<file path="src/rtl/dmem_pkg.sv">
`default_nettype none
// ============================================================================
// Module      : dmem_pkg
// Description : Shared types and widths for the DMEM arbiter slice.
// Revision    : 1.0 - initial release
// ============================================================================
package dmem_pkg;

    localparam int DMEM_ADDR_W = 11;
    localparam int DMEM_DATA_W = 32;

    // IDLE: no owner; OWN0/OWN1: requester holds a lock on the DMEM port.
    typedef enum logic [1:0] {
        IDLE = 2'd0,
        OWN0 = 2'd1,
        OWN1 = 2'd2
    } arb_state_t;

endpackage
`default_nettype wire

</file>
<file path="src/rtl/rr_pick2.sv">
`default_nettype none
// ============================================================================
// Module      : rr_pick2
// Description : Two-way priority pick. When both request, ptr selects the
//               winner; a lone requester always wins.
// Revision    : 1.0 - initial release
// ============================================================================
module rr_pick2 (
    input  logic req0,
    input  logic req1,
    input  logic ptr,
    output logic gnt0,
    output logic gnt1
);

    // At most one grant; ptr breaks the tie.
    always_comb begin
        gnt0 = req0 & (~req1 | ~ptr);
        gnt1 = req1 & (~req0 |  ptr);
    end

endmodule
`default_nettype wire

</file>
<file path="src/rtl/dmem_arbiter.sv">
`default_nettype none
// ============================================================================
// Module      : dmem_arbiter
// Description : Round-robin arbiter with bounded ownership lock in front of a
//               single-port DMEM. Read data is registered and returned one
//               cycle after the grant.
// Revision    : 1.0 - initial release
// ============================================================================
module dmem_arbiter
    import dmem_pkg::*;
#(
    parameter int ADDR_W   = DMEM_ADDR_W,
    parameter int DATA_W   = DMEM_DATA_W,
    parameter int MAX_HOLD = 8
) (
    input  logic              clk,
    input  logic              rst_n,
    input  logic              req0,
    input  logic              req1,
    input  logic              we0,
    input  logic              we1,
    input  logic              lock0,
    input  logic              lock1,
    input  logic [ADDR_W-1:0] addr0,
    input  logic [ADDR_W-1:0] addr1,
    input  logic [DATA_W-1:0] wdata0,
    input  logic [DATA_W-1:0] wdata1,
    output logic              gnt0,
    output logic              gnt1,
    output logic              rvalid0,
    output logic              rvalid1,
    output logic [DATA_W-1:0] rdata,
    output logic              mem_ena,
    output logic              mem_wena,
    output logic [ADDR_W-1:0] mem_addr,
    output logic [DATA_W-1:0] mem_wdata,
    input  logic [DATA_W-1:0] mem_rdata
);

    localparam int                HOLD_W   = $clog2(MAX_HOLD + 1);
    localparam logic [HOLD_W-1:0] HOLD_MAX = HOLD_W'(MAX_HOLD);
    localparam logic [HOLD_W-1:0] HOLD_ONE = HOLD_W'(1);

    arb_state_t        state_q, state_d;
    logic              rr_ptr_q, rr_ptr_d;
    logic [HOLD_W-1:0] hold_cnt_q, hold_cnt_d;
    logic              rvalid0_q, rvalid0_d;
    logic              rvalid1_q, rvalid1_d;
    logic [DATA_W-1:0] rdata_q, rdata_d;

    logic              w_hold_full;
    logic              w_pick_ptr;
    logic              w_gnt0;
    logic              w_gnt1;

    assign w_hold_full = (hold_cnt_q == HOLD_MAX);

    // Effective tie-break pointer: an owner keeps priority until the other
    // side has waited MAX_HOLD locked re-grants, then priority flips to it.
    // A dropped owner request falls through to the other side naturally.
    always_comb begin
        w_pick_ptr = rr_ptr_q;
        case (state_q)
            OWN0:    w_pick_ptr = (req1 && w_hold_full) ? 1'b1 : 1'b0;
            OWN1:    w_pick_ptr = (req0 && w_hold_full) ? 1'b0 : 1'b1;
            default: w_pick_ptr = rr_ptr_q;
        endcase
    end

    rr_pick2 u_pick (
        .req0 (req0),
        .req1 (req1),
        .ptr  (w_pick_ptr),
        .gnt0 (w_gnt0),
        .gnt1 (w_gnt1)
    );

    assign gnt0 = w_gnt0;
    assign gnt1 = w_gnt1;

    // DMEM command mux; bus is zeroed when nobody is granted.
    always_comb begin
        mem_ena   = 1'b0;
        mem_wena  = 1'b0;
        mem_addr  = '0;
        mem_wdata = '0;
        if (w_gnt0) begin
            mem_ena   = 1'b1;
            mem_wena  = we0;
            mem_addr  = addr0;
            mem_wdata = wdata0;
        end else if (w_gnt1) begin
            mem_ena   = 1'b1;
            mem_wena  = we1;
            mem_addr  = addr1;
            mem_wdata = wdata1;
        end
    end

    // Next ownership state, round-robin pointer and hold counter. The counter
    // only advances on a locked re-grant to the same owner while the other
    // side waits; taking fresh ownership starts it from zero.
    always_comb begin
        state_d    = IDLE;
        hold_cnt_d = '0;
        rr_ptr_d   = rr_ptr_q;
        if (w_gnt0) begin
            rr_ptr_d = 1'b1;
            if (lock0) begin
                state_d = OWN0;
                if (state_q == OWN0 && req1)
                    hold_cnt_d = w_hold_full ? HOLD_MAX : hold_cnt_q + HOLD_ONE;
            end
        end else if (w_gnt1) begin
            rr_ptr_d = 1'b0;
            if (lock1) begin
                state_d = OWN1;
                if (state_q == OWN1 && req0)
                    hold_cnt_d = w_hold_full ? HOLD_MAX : hold_cnt_q + HOLD_ONE;
            end
        end
    end

    // Read return: capture DMEM output on a read grant, flag it for one cycle.
    always_comb begin
        rvalid0_d = w_gnt0 & ~we0;
        rvalid1_d = w_gnt1 & ~we1;
        rdata_d   = (rvalid0_d | rvalid1_d) ? mem_rdata : rdata_q;
    end

    // State registers; reset clears any read in flight.
    always_ff @(posedge clk or negedge rst_n) begin
        if (!rst_n) begin
            state_q    <= IDLE;
            rr_ptr_q   <= 1'b0;
            hold_cnt_q <= '0;
            rvalid0_q  <= 1'b0;
            rvalid1_q  <= 1'b0;
            rdata_q    <= '0;
        end else begin
            state_q    <= state_d;
            rr_ptr_q   <= rr_ptr_d;
            hold_cnt_q <= hold_cnt_d;
            rvalid0_q  <= rvalid0_d;
            rvalid1_q  <= rvalid1_d;
            rdata_q    <= rdata_d;
        end
    end

    assign rvalid0 = rvalid0_q;
    assign rvalid1 = rvalid1_q;
    assign rdata   = rdata_q;

endmodule
`default_nettype wire
</file>
<file path="config.mk">
export PLATFORM = sky130hd
export DESIGN_NAME = dmem_arbiter
export DESIGN_NICKNAME = d
export VERILOG_FILES = /design/src/rtl/dmem_pkg.sv /design/src/rtl/rr_pick2.sv /design/src/rtl/dmem_arbiter.sv
export SDC_FILE = /design/constraint.sdc
export NUM_CORES = 1
export LEC_CHECK = 0
export ABC_AREA = 1
export BUFFER_PORTS_ARGS = -buffer_cell sky130_fd_sc_hd__buf_2
export CAP_MARGIN = 5
export CORE_AREA = 3 3 88 90
export DETAILED_ROUTE_END_ITERATION = 8
export DIE_AREA = 0 0 91 93
export PLACE_DENSITY = 0.75
export SKIP_CTS_REPAIR_TIMING = 1
export SLEW_MARGIN = 20
export SYNTH_ARGS = -nofsm -noshare
export SYNTH_HDL_FRONTEND = slang
export SYNTH_SLANG_ARGS = --single-unit
</file>
<file path="constraint.sdc">
create_clock -name clk -period 1.9 [get_ports clk]
set_input_delay 0.38 -clock clk [delete_from_list [all_inputs] [get_ports clk]]
set_output_delay 0.38 -clock clk [all_outputs]
set_load 0.02 [all_outputs]
</file>
== After elaboration in Yosys (flattened, before gate mapping) ==
Cells that the tools add are included.
Operators by class
  add/sub/neg operators: 1
  eq/ne operators: 3
  multiplexer cells: 24
  bitwise logic cells: 12
  reduce and logical (&&, ||, !) cells: 5
Operators by type and width (count)
  32-bit two-way mux: 2
  4-bit two-way mux: 7
  11-bit two-way mux: 2
  1-bit two-way mux: 9
  2-bit two-way mux: 3
  1-bit NOT: 5
  4-bit by 1-bit adder with 4-bit output, second input constant: 1
  1-bit bitwise AND: 4
  4-bit == test, second input constant: 1
  1-bit logical AND: 4
  1-bit bitwise OR: 3
  2-bit by 1-bit == test with 1-bit output, second input constant: 1
  2-bit == test, second input constant: 1
  1-bit case mux with 2 select lines: 1
  2-bit nonzero test: 1
Word-level totals
  bits in registers: 41
  input port bits: 126
  output and inout port bits: 81
  word-level logic and storage cells: 51

== Logic depth before layout (Yosys ltp) ==
  depth after elaboration: 9
  gate-level depth with buffers: 13
  depth with buffers taken out: 12

== Hierarchy ==
Synthesis repeated with hierarchy kept, for this count alone.
Second synthesis, totals
  cell total of the unflattened synthesis: 259
  area, all modules: 2268.4 µm²
Modules (own cells, without submodules)
  dmem_arbiter: times used 1, cells an instance 254, area an instance 2248.4 µm², seq. area each 1026.0 µm²
  rr_pick2: times used 1, cells an instance 5, area an instance 20.0 µm², seq. area each 0.0 µm²

== Worst setup path after synthesis ==
No wires, ideal clock.
  path type: register -> output
  start: register hold_cnt_q[0]
  end: output mem_wdata[0]
  data arrival time: 1.563 ns
  required time: 1.520 ns
  path slack: -0.043 ns
  stages on the path, launching flop included: 14
  buffers on the path: 2
  cells stage by stage: dfrtp_1 -> inv_1 -> ha_1 -> nand2_1 -> nor2_1 -> nand2_1 -> nand3_1 -> nand2_2 -> nand2_2 -> inv_2 -> buf_4 -> buf_6 -> nand2_1 -> nand2_1
Between the ends
  cells in the longest elaborated chain, start to end: 8
  elaborated cells on any way between the ends: 13
  classes of those cells: eq/ne (1); mux (5); bitwise (5); reduce/logical (2)
RTL lines
  from (decl): RTL line dmem_arbiter.sv:46  | logic [HOLD_W-1:0] hold_cnt_q, hold_cnt_d;
  from (signal assigned): RTL line dmem_arbiter.sv:143  | hold_cnt_q <= hold_cnt_d;
  4-bit == test (*): RTL line dmem_arbiter.sv:56  | assign w_hold_full = (hold_cnt_q == HOLD_MAX);
  1-bit logical AND, on equally long branches: RTL line dmem_arbiter.sv:65, dmem_arbiter.sv:64
  1-bit two-way mux, on equally long branches: RTL line dmem_arbiter.sv:65, dmem_arbiter.sv:64
  1-bit case mux with 2 select lines (*): RTL line dmem_arbiter.sv:63  | case (state_q)
  1-bit bitwise OR / 1-bit NOT (equally long branches): RTL line rr_pick2.sv:19, rr_pick2.sv:18
  1-bit bitwise AND / 1-bit bitwise OR (equally long branches): RTL line rr_pick2.sv:19, rr_pick2.sv:18
  32-bit two-way mux / 1-bit bitwise AND (equally long branches): RTL line dmem_arbiter.sv:92, rr_pick2.sv:18
  32-bit two-way mux (*): RTL line dmem_arbiter.sv:87  | if (w_gnt0) begin
  to (decl): RTL line dmem_arbiter.sv:36  | output logic [DATA_W-1:0] mem_wdata,
Every way passes the cells marked *; elsewhere a longest branch is shown, timed or not.

== Worst setup path after layout ==
  start: register hold_cnt_q[1]
  end: output mem_wdata[7]
Same word-level chain as after synthesis.

==> metrics.csv <==
stage,metric,value,unit
run_status,outcome,finished with violations,
run_status,failing checks,setup timing,
layout,synthesis-to-layout area growth,82.3,%
worst_setup_path,FF-to-FF End,rdata[11]$_DFFE_PN0P_,
routing,DRT iter0 DRCs,135,
yosys,"Net Count, Synth",477,
sta,RSZ-0062 raised after global routing,yes,
yosys,post-synth top area share,0.433,
worst_setup_path,largest fanout on the critical path,11,
routing,Routed Antenna Nets,0,
clock_tree,CTS root buf,clkbuf_8,
yosys,Area contributors post-synth,"dfrtp_1 (43%), nand2_1 (32%), nand3_1 (8.0%)",
power,Leak Pwr,2.56,nW
global_route,vias in the first global route,2882,
routing,1st-pass router iterations,5,
routing,Routed WL,10000,um
floorplanning,Initial Util,0.332,
worst_setup_path,Worst Setup End Kind,output pin,
clock_tree,Worst-path clk slew,0.08,ns
sta,setup ws final,-0.440,ns
floorplanning,Die Y,93,um
place,PortBufs,206,
worst_setup_path,kind of critical path,flip-flop to output pin,
routing,vias per cell,4.79,
sta,Final Slew Violations,0,
clock_tree,clk_lat worst skew,0.28,ns
worst_setup_path,reg2reg setup slack,0.07,ns
yosys,Mapped Cells,347,
routing,DR vias,3215,
sta,Final period util,1.23,
floorplanning,Die Width,91,um
clock_tree,total CTS buffers,5,
floorplanning,DIE AREA,8460,sq um
worst_setup_path,Reg2Reg Depth,13,
clock_tree,CTS tree,done,
global_route,largest net degree at the start of global routing,44,
yosys,Synth Area in Compound Gates,0.0142,
layout,fraction of final layout cells sized beyond drive strength 1,0.543,
worst_setup_path,crit path capture,mem_wdata[7],
yosys,register bit total from synthesis,41,
sta,skew final,0.00598,ns
worst_setup_path,crit path launch type,flip-flop,
yosys,post-synth top area cell,dfrtp_1,
sta,setup violators final,46,
sta,relative slew slack,0.648,
global_route,GR Overflow Total,0,
yosys,Synth Area in Simple Gates,0.446,
routing,Residual DRC,0,
sta,crit path time final,2.34,ns
floorplanning,IO Count,207,
power,Pwr per Cell Area,787,nW/um^2
sta,hold slack final,0.148,ns
sta,Peak Freq,0.427,GHz
floorplanning,Rows,31,
yosys,Synthesis Warnings,0,
clock_tree,clk buf depth,2,
floorplanning,CORE AREA,7140,sq um
worst_setup_path,CP arrival,1.96,ns
clock_tree,clk sinks,41,
layout,Nets,700,
place,Final GP Congestion,0.896,
hold_path,class of the worst hold path,input port to asynchronous set/reset pin,
clock_tree,H-tree depth,2,
yosys,multiplexer share of the synthesized area,0,
yosys,sequential share of the synthesized area,0.433,
worst_setup_path,reg2reg start,hold_cnt_q[1]$_DFF_PN0_,
global_route,gr usage total,0.187,
global_route,first-pass GRT wire length,13100,um
routing,Routed wire per std cell,14.9,um
yosys,"Distinct cells, synth",21,
worst_setup_path,Worst EP required,1.52,ns
place,hpwl dp,6650,um
sta,worst-margin pin slew,0.529,ns
global_route,initial antenna violation count,0,
yosys,Post-Synth XOR/XNOR Area,0.00739,
worst_setup_path,Critical Path Source,hold_cnt_q[1]$_DFF_PN0_,
sta,Fin. Hold Viols,0,
yosys,largest family of logic cells by synthesized area,simple AND/OR/NAND/NOR gates,
flow_run,maxcap violations,0,
yosys,Synth Area in Adders,0.0211,
yosys,synthesized area,2370,sq um
power,Worst VDD drop,0.000557,V
sta,Setup TNS Final,-18.35,ns
yosys,average size of a mapped cell,6.83,sq um
-- area by class of cell --
| type | instances | area [sq um] |
|---|---|---|
| Fill cell | 662 | 2810 |
| Timing Repair Buffer | 234 | 1580 |
| Clock buffer | 7 | 86.3 |
| Tap cell | 99 | 124 |
| Inverter | 18 | 75.1 |
| Clock inverter | 1 | 30.0 |
| Multi-Input combinational cell | 270 | 1400 |
| Antenna cell | 1 | 2.50 |
| Sequential cell | 41 | 1030 |
-- registers in the layout (all words and copies together) (netlist names) --
signal and cells:
rdata 32, rvalid1 1, hold_cnt_q 4, state_q 2, rr_ptr_q 1, rvalid0 1
-- placed cells by master, fill, tap and decap left out, types with 7 or more instances in the layout --
cell and n:
nand2_4 11, clkbuf_16 7, nand3_1 35, nand2_2 48
buf_2 177, dfrtp_1 41, buf_4 23, inv_1 17
nand2_1 148, buf_6 22
-- kinds of logic (layout without fill, tap and decap cells) --
family,count (synthesis),in the layout
fa+ha+maj,4,4
flops,41,41
compound gates,6,6
simple gates,258,258
xor+xnor,2,2
other cells,0,1
buf+inv,36,260
-- critical path: stages (launching register included) --
cell	delay, ns
dfrtp_1	0.39
inv_1	0.06
ha_2	0.19
nand2_2	0.07
nor2_4	0.12
nand2_2	0.06
nand3_2	0.08
nand2_4	0.09
nand2_4	0.11
inv_8	0.05
clkbuf_16	0.17
nand2_1	0.08
nand2_2	0.05
buf_2	0.15
-- power by group --
| part | internal, W | total [W] | switching [W] |
|---|---|---|---|
| sequential | 0.00102 | 0.00110 | 0.0000791 |
| clock | 0.000428 | 0.000718 | 0.000289 |
| combinational | 0.000668 | 0.00159 | 0.000921 |
-- worst min path at each step --
stage | from | to | slack [ns] | cells after the start
2_1_floorplan | rst_n | hold_cnt_q[0]$_DFF_PN0_ | 0.08 | 0
3_3_place_gp | rst_n | rdata[7]$_DFFE_PN0P_ | 0.47 | 2
3_5_place_dp | rst_n | rdata[6]$_DFFE_PN0P_ | 0.48 | 2
4_1_cts | rst_n | rdata[6]$_DFFE_PN0P_ | 0.16 | 2
5_1_grt | rst_n | rdata[6]$_DFFE_PN0P_ | 0.18 | 2
6_report | rst_n | rdata[13]$_DFFE_PN0P_ | 0.15 | 2
-- Yosys cell counts, drive strengths merged --
library cell and instances:
a21oi 1, buf 18, dfrtp 41, ha 4, inv 18, nand2 208
nand3 39, nand4 3, nor2 6, nor3 1, nor3b 1, o21ai 2
o22ai 3, xnor2 1, xor2 1
-- per-stage QoR --
step / cells / power, W / setup slack (ns) / instance area [sq um] / util
global placement: 653 / 0.00240 / -0.0438 / 3690 / 0.517
finish: 671 / 0.00340 / -0.440 / 4320 / 0.606
CTS: 661 / 0.00315 / -0.402 / 3800 / 0.533
global route: 670 / 0.00360 / -0.557 / 4320 / 0.605
detailed placement: 653 / 0.00242 / -0.0723 / 3690 / 0.517
floorplan: 347 / 0.00188 / -0.0190 / 2450 / -
-- per-layer routing --
| layer | GRT usage | vias to the layer above | share of wire |
|---|---|---|---|
| met1 | 0.202 | 1484 | 0.35 |
| met5 | 0 | - | 0 |
| li1 | - | 1518 | - |
| met3 | 0.0547 | 27 | 0.098 |
| met4 | 0.0327 | 0 | 0.024 |
| met2 | 0.364 | 186 | 0.53 |
No activity file was read; power rests on OpenSTA's default activity.
